File: config.mk
export PLATFORM = sky130hd
export DESIGN_NAME = snn_lif_stepper
export DESIGN_NICKNAME = d
export VERILOG_FILES = /design/src/rtl/snn_lif_stepper.sv
export SDC_FILE = /design/constraint.sdc
export NUM_CORES = 2
export LEC_CHECK = 0
export BUFFER_PORTS_ARGS = -buffer_cell sky130_fd_sc_hd__buf_4
export CAP_MARGIN = 5
export CORE_MARGIN = 2
export CORE_UTILIZATION = 60
export CTS_CLUSTER_SIZE = 28
export DETAILED_ROUTE_END_ITERATION = 6
export MAX_ROUTING_LAYER = met4
export PLACE_DENSITY = 0.74
export SETUP_SLACK_MARGIN = 0.4
export SLEW_MARGIN = 20
export SYNTH_ARGS = -nofsm -noshare
export SYNTH_HDL_FRONTEND = slang
export SYNTH_SLANG_ARGS = --single-unit
File: constraint.sdc
create_clock -name aclk -period 20 [get_ports aclk]
set_input_delay 4 -clock aclk [delete_from_list [all_inputs] [get_ports aclk]]
set_output_delay 4 -clock aclk [all_outputs]
set_load 0.02 [all_outputs]
File: src/rtl/snn_lif_stepper.sv
// Time-multiplexed leaky integrate-and-fire engine: N neurons, TS steps per job.
// Latency: one neuron update per accepted beat; step period N+1 cycles best case.
// Backpressure: in_ready only in RUN; out_spikes/out_step held while out_valid && !out_ready.
//
// Ports: aclk/aresetn (async active-low); start + cfg_* (sampled at start);
//   in_valid/in_ready/in_data/in_idx: one current beat per neuron per step;
//   out_valid/out_ready/out_spikes/out_step: per-step spike vector;
//   busy/done: job status; cnt_addr/cnt_data: registered spike-count readback.
// Optional feature: define SNN_SPIKE_COUNT_EN to build per-neuron saturating
//   spike counters; otherwise cnt_data is tied to 0.
module snn_lif_stepper #(
  parameter int N   = 32,
  parameter int TS  = 33,
  parameter int VW  = 16,
  parameter int IW  = 8,
  parameter int RPW = 4,
  parameter int NA  = $clog2(N),
  parameter int TW  = $clog2(TS + 1)
) (
  input  logic                 aclk,
  input  logic                 aresetn,
  input  logic                 start,
  input  logic signed [VW-1:0] cfg_v_0,
  input  logic signed [VW-1:0] cfg_v_rest,
  input  logic signed [VW-1:0] cfg_v_th,
  input  logic [4:0]           cfg_v_leak,
  input  logic [3:0]           cfg_k_syn,
  input  logic [RPW-1:0]       cfg_rp,
  input  logic                 in_valid,
  output logic                 in_ready,
  input  logic signed [IW-1:0] in_data,
  output logic [NA-1:0]        in_idx,
  output logic                 out_valid,
  input  logic                 out_ready,
  output logic [N-1:0]         out_spikes,
  output logic [TW-1:0]        out_step,
  output logic                 busy,
  output logic                 done,
  input  logic [NA-1:0]        cnt_addr,
  output logic [TW-1:0]        cnt_data
);

  // Wide enough that v - leak + (in << 15) can never overflow before saturation.
  localparam int AW = VW + IW + 16;
  localparam logic signed [AW-1:0] V_MAX = {{(AW-VW+1){1'b0}}, {(VW-1){1'b1}}};
  localparam logic signed [AW-1:0] V_MIN = {{(AW-VW+1){1'b1}}, {(VW-1){1'b0}}};

  typedef enum logic [1:0] {S_IDLE, S_INIT, S_RUN, S_EMIT} state_t;
  state_t state;

  logic signed [VW-1:0] v      [N];
  logic [RPW-1:0]       rp_cnt [N];
  logic [N-1:0]         stage;
  logic [TW-1:0]        step;

  // Job configuration captured at start so mid-job port changes are harmless.
  logic signed [VW-1:0] v_0_q, v_rest_q, v_th_q;
  logic [4:0]           leak_q;
  logic [3:0]           k_q;
  logic [RPW-1:0]       rp_q;

  logic signed [AW-1:0] v_cur, v_rest_w, v_th_w, diff_w, leak_w, syn_w, u_w;
  logic signed [VW-1:0] v_sat;
  logic                 in_ref, spike_now;
  logic [N-1:0]         stage_nxt;

  // Datapath for the neuron currently addressed by in_idx.
  always_comb begin
    v_cur    = {{(AW-VW){v[in_idx][VW-1]}}, v[in_idx]};
    v_rest_w = {{(AW-VW){v_rest_q[VW-1]}}, v_rest_q};
    v_th_w   = {{(AW-VW){v_th_q[VW-1]}}, v_th_q};
    diff_w   = v_cur - v_rest_w;
    leak_w   = diff_w >>> leak_q;
    syn_w    = {{(AW-IW){in_data[IW-1]}}, in_data} << k_q;
    u_w      = v_cur - leak_w + syn_w;
    in_ref   = (rp_cnt[in_idx] != '0);
    spike_now = !in_ref && (u_w >= v_th_w);
    if (u_w > V_MAX)      v_sat = V_MAX[VW-1:0];
    else if (u_w < V_MIN) v_sat = V_MIN[VW-1:0];
    else                  v_sat = u_w[VW-1:0];
    // Include the beat being accepted so the last neuron lands in out_spikes.
    stage_nxt         = stage;
    stage_nxt[in_idx] = spike_now;
  end

  always_ff @(posedge aclk or negedge aresetn) begin
    if (!aresetn) begin
      state      <= S_IDLE;
      in_ready   <= 1'b0;
      out_valid  <= 1'b0;
      busy       <= 1'b0;
      done       <= 1'b0;
      in_idx     <= '0;
      out_spikes <= '0;
      out_step   <= '0;
      stage      <= '0;
      step       <= '0;
      v_0_q      <= '0;
      v_rest_q   <= '0;
      v_th_q     <= '0;
      leak_q     <= '0;
      k_q        <= '0;
      rp_q       <= '0;
      for (int n = 0; n < N; n++) begin
        v[n]      <= '0;
        rp_cnt[n] <= '0;
      end
    end else begin
      done <= 1'b0;
      case (state)
        S_IDLE: begin
          if (start) begin
            v_0_q    <= cfg_v_0;
            v_rest_q <= cfg_v_rest;
            v_th_q   <= cfg_v_th;
            leak_q   <= cfg_v_leak;
            k_q      <= cfg_k_syn;
            rp_q     <= cfg_rp;
            busy     <= 1'b1;
            state    <= S_INIT;
          end
        end
        S_INIT: begin
          for (int n = 0; n < N; n++) begin
            v[n]      <= v_0_q;
            rp_cnt[n] <= '0;
          end
          step     <= '0;
          in_idx   <= '0;
          stage    <= '0;
          in_ready <= 1'b1;
          state    <= S_RUN;
        end
        S_RUN: begin
          if (in_valid) begin
            if (in_ref) begin
              v[in_idx]      <= v_rest_q;
              rp_cnt[in_idx] <= rp_cnt[in_idx] - 1'b1;
            end else if (spike_now) begin
              v[in_idx]      <= v_rest_q;
              rp_cnt[in_idx] <= rp_q;
            end else begin
              v[in_idx] <= v_sat;
            end
            stage <= stage_nxt;
            if (in_idx == NA'(N - 1)) begin
              in_ready   <= 1'b0;
              out_valid  <= 1'b1;
              out_spikes <= stage_nxt;
              out_step   <= step;
              state      <= S_EMIT;
            end else begin
              in_idx <= in_idx + 1'b1;
            end
          end
        end
        S_EMIT: begin
          if (out_ready) begin
            out_valid <= 1'b0;
            if (step == TW'(TS - 1)) begin
              busy  <= 1'b0;
              done  <= 1'b1;
              state <= S_IDLE;
            end else begin
              step     <= step + 1'b1;
              in_idx   <= '0;
              in_ready <= 1'b1;
              state    <= S_RUN;
            end
          end
        end
        default: state <= S_IDLE;
      endcase
    end
  end

`ifdef SNN_SPIKE_COUNT_EN
  logic [TW-1:0] cnt [N];

  always_ff @(posedge aclk or negedge aresetn) begin
    if (!aresetn) begin
      cnt_data <= '0;
      for (int n = 0; n < N; n++) cnt[n] <= '0;
    end else begin
      if (state == S_INIT) begin
        for (int n = 0; n < N; n++) cnt[n] <= '0;
      end else if (state == S_RUN && in_valid && spike_now && cnt[in_idx] != '1) begin
        cnt[in_idx] <= cnt[in_idx] + 1'b1;
      end
      cnt_data <= (int'(cnt_addr) < N) ? cnt[cnt_addr] : '0;
    end
  end
`else
  logic unused_cnt_addr;
  assign unused_cnt_addr = ^cnt_addr;
  assign cnt_data        = '0;
`endif

endmodule

Word level (Yosys, flattened, before mapping)
Cells that the tools add are included.
{"block": "totals", "regBits": 788, "wordCells": 189, "input_bits": 79}
{"block": "op_classes", "muxes": 59, "magnitude_cmp": 7, "n_eq_ne": 13, "bitwise": 1, "n_addsub": 6, "n_reduce_logical": 21, "n_shift": 2}
{"operator": "$mux 512", "n": 3}
{"operator": "$bwmux 512", "n": 2}
{"operator": "$pmux 512 s2", "n": 1}
{"operator": "$mux 128", "n": 3}
{"operator": "$bwmux 128", "n": 2}
{"operator": "$pmux 128 s2", "n": 1}
{"operator": "$bmux 16 s5", "n": 1}
{"operator": "$demux 16 s5", "n": 1}
{"operator": "$mux 16", "n": 5}
{"operator": "$pmux 32 s2", "n": 1}
{"operator": "$add 40x40->40", "n": 1}
{"operator": "$ge 40x16->1", "n": 1}
{"operator": "$gt 40x16->1 const B", "n": 1}
{"operator": "$lt 40x16->1 const B", "n": 1}
{"operator": "$shl 40x4->40", "n": 1}
{"operator": "$sshr 17x5->40", "n": 1}
{"operator": "$sub 16x40->40", "n": 1}
{"operator": "$bwmux 32", "n": 1}
{"operator": "$mux 32", "n": 1}
{"operator": "$bmux 4 s5", "n": 1}
{"operator": "$demux 4 s5", "n": 1}
{"operator": "$mux 5", "n": 4}
{"operator": "$sub 16x16->17", "n": 1}
{"operator": "$pmux 5 s3", "n": 1}
{"operator": "33 further kinds", "n": 72}

Logic depth before layout (Yosys ltp)
{"block": "depth", "ltp_word": 16, "ltp_mapped": 49, "ltp_nobuf": 39}

Worst setup path before layout
Ideal clock, no wire load.
{"block": "synth_path", "path_type": "reg2reg", "from": "register in_idx[0]", "to": "register v[143] (netlist bit)", "arrival_time_ps": 13488, "period_less_slack_ps": 13620, "setup_ps": 132, "path_buffers": 9, "t_required_ps": 19868, "setup_slack_ps": 6380, "stages_incl_launch_ff": 42, "path_cell_list": "dfrtp_1 clkbuf_1 buf_1 buf_1 buf_1 clkbuf_1 mux4_2 a22oi_1 nand4_1 ha_1 a2111oi_0 a21oi_1 o21a_1 a21o_1 o31ai_1 inv_1 nand2_1 o21ai_0 [6 not listed] a2111oi_0 and3b_1 o21ai_1 nand2_1 ha_1 nand4_1 or4_1 or4_1 or4_1 or3_1 clkbuf_2 and4_4 buf_6 buf_6 mux2_4 buf_6 a211oi_1 o22ai_1"}
{"block": "synth_via", "elab_chain_len": 16, "elab_cells_between_ends": 30, "classes_between": "3 x add/sub; 5 x order compare; 1 x shift; 16 x mux; 1 x bitwise; 4 x reduce/logical"}
{"item": "from (decl)", "line_no": "32", "source": "output logic [NA-1:0] in_idx,"}
{"item": "from (signal assigned)", "line_no": "153", "source": "in_idx <= in_idx + 1'b1;"}
{"item": "$not 5->6 (not written as such) *"}
{"item": "$bmux 16 s5", "line_no": "69", "source": "v_cur = {{(AW-VW){v[in_idx][VW-1]}}, v[in_idx]};"}
{"item": "$mux 16 (not written as such) (2 in series)", "line_no": "69"}
{"item": "$sub 16x16->17", "line_no": "72", "source": "diff_w = v_cur - v_rest_w;"}
{"item": "$sshr 17x5->40", "line_no": "73", "source": "leak_w = diff_w >>> leak_q;"}
{"item": "$sub 16x40->40", "line_no": "75", "source": "u_w = v_cur - leak_w + syn_w;"}
{"item": "$add 40x40->40", "line_no": "75"}
{"item": "$lt 40x16->1", "line_no": "79", "source": "else if (u_w < V_MIN) v_sat = V_MIN[VW-1:0];"}
{"item": "$mux 16", "line_no": "79"}
{"item": "$mux 16", "line_no": "78", "source": "if (u_w > V_MAX) v_sat = V_MAX[VW-1:0];"}
{"item": "$bwmux 512", "line_no": "143", "source": "v[in_idx] <= v_sat;"}
{"item": "$mux 512", "line_no": "139", "source": "end else if (spike_now) begin"}
{"item": "$mux 512 *", "line_no": "136", "source": "if (in_ref) begin"}
{"item": "$mux 512 *", "line_no": "135", "source": "if (in_valid) begin"}
{"item": "$pmux 512 s2 *", "line_no": "110", "source": "case (state)"}
{"item": "to (signal, indexed assignment)", "line_no": "137", "source": "v[in_idx] <= v_rest_q;"}
{"item": "to (signal, indexed assignment)", "line_no": "140", "source": "v[in_idx] <= v_rest_q;"}
{"item": "to (signal, indexed assignment)", "line_no": "143"}
{"item": "to (decl)", "line_no": "51", "source": "logic signed [VW-1:0] v [N];"}
Mark *: on every way between the ends. The rest lies on a longest branch, timed or not. The select of a mux whose other input is x is not followed.
A chain may end at the register's enable or synchronous reset.

Worst setup path after layout
{"block": "layout_path", "from": "register in_idx[0]", "to": "register rp_cnt[53] (netlist bit)"}
{"block": "layout_via", "elab_chain_len": 12, "elab_cells_between_ends": 29, "classes_between": "4 x add/sub; 3 x order compare; 1 x eq/ne; 1 x shift; 14 x mux; 1 x bitwise; 5 x reduce/logical"}
{"item": "$not 5->6 (not written as such) *"}
{"item": "$bmux 16 s5", "line_no": "69"}
{"item": "$mux 16 (not written as such) (2 in series)", "line_no": "69"}
{"item": "$sub 16x16->17", "line_no": "72"}
{"item": "$sshr 17x5->40", "line_no": "73"}
{"item": "$sub 16x40->40", "line_no": "75"}
{"item": "$add 40x40->40", "line_no": "75"}
{"item": "$ge 40x16->1", "line_no": "77", "source": "spike_now = !in_ref && (u_w >= v_th_w);"}
{"item": "$logic_and 1x1->1", "line_no": "77"}
{"item": "$ne 3x3->1 (no source line)"}
{"item": "$reduce_and 3->1 (no source line)"}
{"item": "to (signal, indexed assignment)", "line_no": "138", "source": "rp_cnt[in_idx] <= rp_cnt[in_idx] - 1'b1;"}
{"item": "to (signal, indexed assignment)", "line_no": "141", "source": "rp_cnt[in_idx] <= rp_q;"}
{"item": "to (decl)", "line_no": "52", "source": "logic [RPW-1:0] rp_cnt [N];"}
Marks and branches as above.

==> results.txt <==
Status = complete, no violations
RD Place Congestion = 0.959
PostCTS Resize Cnt = 0
Yosys warnings = 0
Longest Clk Path Bufs = 3
Crit Path Max Fanout = 52
Max-cap violations = 0
Area share of the largest cell type after synthesis = 46.1%
Clock network latency to the later pin of the worst-skew pair = 0.69 ns
Top post-synthesis cells by count = dfrtp_1, o21ai_0, nand2_1
Worst-Margin Slew = 1.19 ns
Die Span X = 271 um
Drt drc = 0
Seq cells post-synth = 788
CTS Buf Count = 86
Worst EP arrival = 15.80 ns
# rows = 97
Vias in the first global route = 35200
Final Setup Violations = 0
Pin count of the biggest net entering global routing = 106
Placed inst area = 44300 um2
Startpoint types = flop
Worst slew margin = 20.4%
Hold Path Class = flop to flop
Final Cycle Share = 75.9%
CP peak stage delay = 1.02 ns
Top FF cell, synth = dfrtp_1
Port buffer count = 120
Synth Cell Area = 42800 um2
Distinct cells, synth = 82
Syn Area/Cell = 10.1 um2
Min Tclk post-route = 15.17 ns
Peak Freq = 0.0659 GHz
Fraction of registers with async set/reset = 100%
First-pass DRT Iterations = 7
Detail Route Antenna Nets = 0
DR WL/cell = 28.1 um
Proportion of synthesized chip area in sequential cells = 46.1%
RSZ-0062 raised after global routing = false
Critical-path cell with the highest stage delay = dfrtp_4
Crit path required time = 20.63 ns
Cts hold-fix bufs = 0
Final Max Slew Viols = 0
Layout area overhead = 10.7%
Starting Density = 60.9%
Root buffer cell = clkbuf_16
Final non-filler cell total = 5142
WS Path Type = flop to flop
Core area = 70300 um2
Setup bufs post-CTS = 0
Cell accounting for the most synthesized area = dfrtp_1
Vias per inst = 7.18
Clk sinks = 788
Post-Syn Instances = 4221
DRT iter0 DRCs = 5336
Placed insts = 4986
TritonCTS clock tree = built
Antenna violations before repair = 3
First-pass GRT wire length = 219 mm
Ranking of synthesized cells by area = dfrtp_1, mux4_2, o21ai_0
Fin nets = 4327
Die area = 73500 um2
Layout cell share with drive strength beyond 1 = 15.7%
Ports = 132
Gr ovfl total = 0
Post-synth EDFFs = 0
Die Ht = 271 um
Vias = 36900
Design Area, Final = 47400 um2
Placed wire-length estimate = 96.0 mm
GR Util All Layers = 40.3%
H-tree depth = 3
Crit. End Element = flop
Fin Clk Skew = 0.0426 ns
Final WL = 145 mm
Sum Neg Setup Slack = 0 ns
Fin. Hold Viols = 0
Clock-pin slew on the worst setup and hold paths = 0.06 ns
Most frequent cell after synthesis = dfrtp_1
cell families after synthesis:
group / share of synthesized area [%]
simple gates: 8.77
xor+xnor: 0.573
mux: 11.2
other cells: 0.00876
flops: 46.1
fa+ha+maj: 3.75
buf+inv: 4.80
compound gates: 24.8
layout make-up:
class / count / area (um2)
Timing Repair Buffer: 228 / 1720
Sequential cell: 788 / 19700
Tap cell: 940 / 1180
Inverter: 115 / 432
Multi-Input combinational cell: 2915 / 21300
Antenna cell: 2 / 5.00
Clock buffer: 129 / 2610
Fill cell: 5437 / 22900
Clock inverter: 25 / 410
worst paths after layout:
| check | from | end | slack [ns] | depth (start not counted) |
|---|---|---|---|---|
| min in group asynchronous | aresetn | v[420]$_DFFE_PN0P_ | 3.32 | 1 |
| hold reg to reg | out_spikes[12]$_DFFE_PN0P_ | out_spikes[12]$_DFFE_PN0P_ | 0.48 | 2 |
| max in group asynchronous | aresetn | v_0_q[5]$_DFFE_PN0P_ | 13.50 | 4 |
| setup reg to reg | in_idx[0]$_DFFE_PN0P_ | rp_cnt[53]$_DFFE_PN0P_ | 4.83 | 38 |
| setup / recovery | in_idx[0]$_DFFE_PN0P_ | rp_cnt[53]$_DFFE_PN0P_ | 4.83 | 38 |
| hold / removal | out_spikes[12]$_DFFE_PN0P_ | out_spikes[12]$_DFFE_PN0P_ | 0.48 | 2 |
per-layer routing:
metal	GRT usage, %	up-vias	share of wire (%)	routed length (um)
met5	-	-	0	0
met2	56.1	2273	43	62800
li1	-	15700	-	-
met4	19.8	0	5.6	8100
met1	53.5	18500	38	55300
met3	12.6	441	13	18400
through the flow:
step / utilization, % / setup slack, ns / hold slack, ns
after detailed placement: 63.1 / 5.04 / 0.466
final: 67.4 / 4.83 / 0.481
after global placement: 63.1 / 5.17 / 0.461
after global routing: 67.4 / 4.10 / 0.509
after CTS: 67.4 / 5.00 / 0.480
after floorplan: - / 6.38 / 0.446
layout by cell type (no fill, tap or decap), types with 13 or more instances in the layout:
master	count
dfrtp_1	786
ha_1	90
xor2_1	14
o221a_2	51
or3_1	17
o211ai_1	101
a22o_1	113
clkbuf_8	27
and3_1	15
a211oi_1	17
nor2_1	137
nand3_1	117
a31oi_1	200
fa_1	24
a21o_1	20
a2111oi_0	14
inv_1	112
o2bb2ai_1	26
nand4_1	36
mux2i_1	93
xnor2_1	14
mux4_2	153
nand2b_1	18
and2_1	33
a21boi_0	24
mux2_2	37
nor3_1	41
o21a_1	15
clkbuf_1	15
o31ai_1	52
a21oi_1	320
buf_4	226
clkbuf_16	87
o21ai_0	512
nand2_1	346
a221oi_1	13
o22ai_1	21
a22oi_1	56
registers in the layout (all words and copies together), names as in the netlist, 6 cells and up:
name	count
v_0_q	16
out_spikes	32
out_step	6
step	6
v_th_q	16
v	512
stage	32
rp_cnt	128
v_rest_q	16
critical path: cells and delay by family, from the launching register on:
kind	cells	cell delay (ns)
compound gates	16	5.70
simple gates	10	3.15
buf+inv	4	1.98
fa+ha+maj	4	1.49
mux	3	1.45
flops	1	1.02
xor+xnor	1	0.23
Power is left out: the tool's default activity adds up to more than one toggle a clock period on the data nets, which glitch-free logic cannot reach.
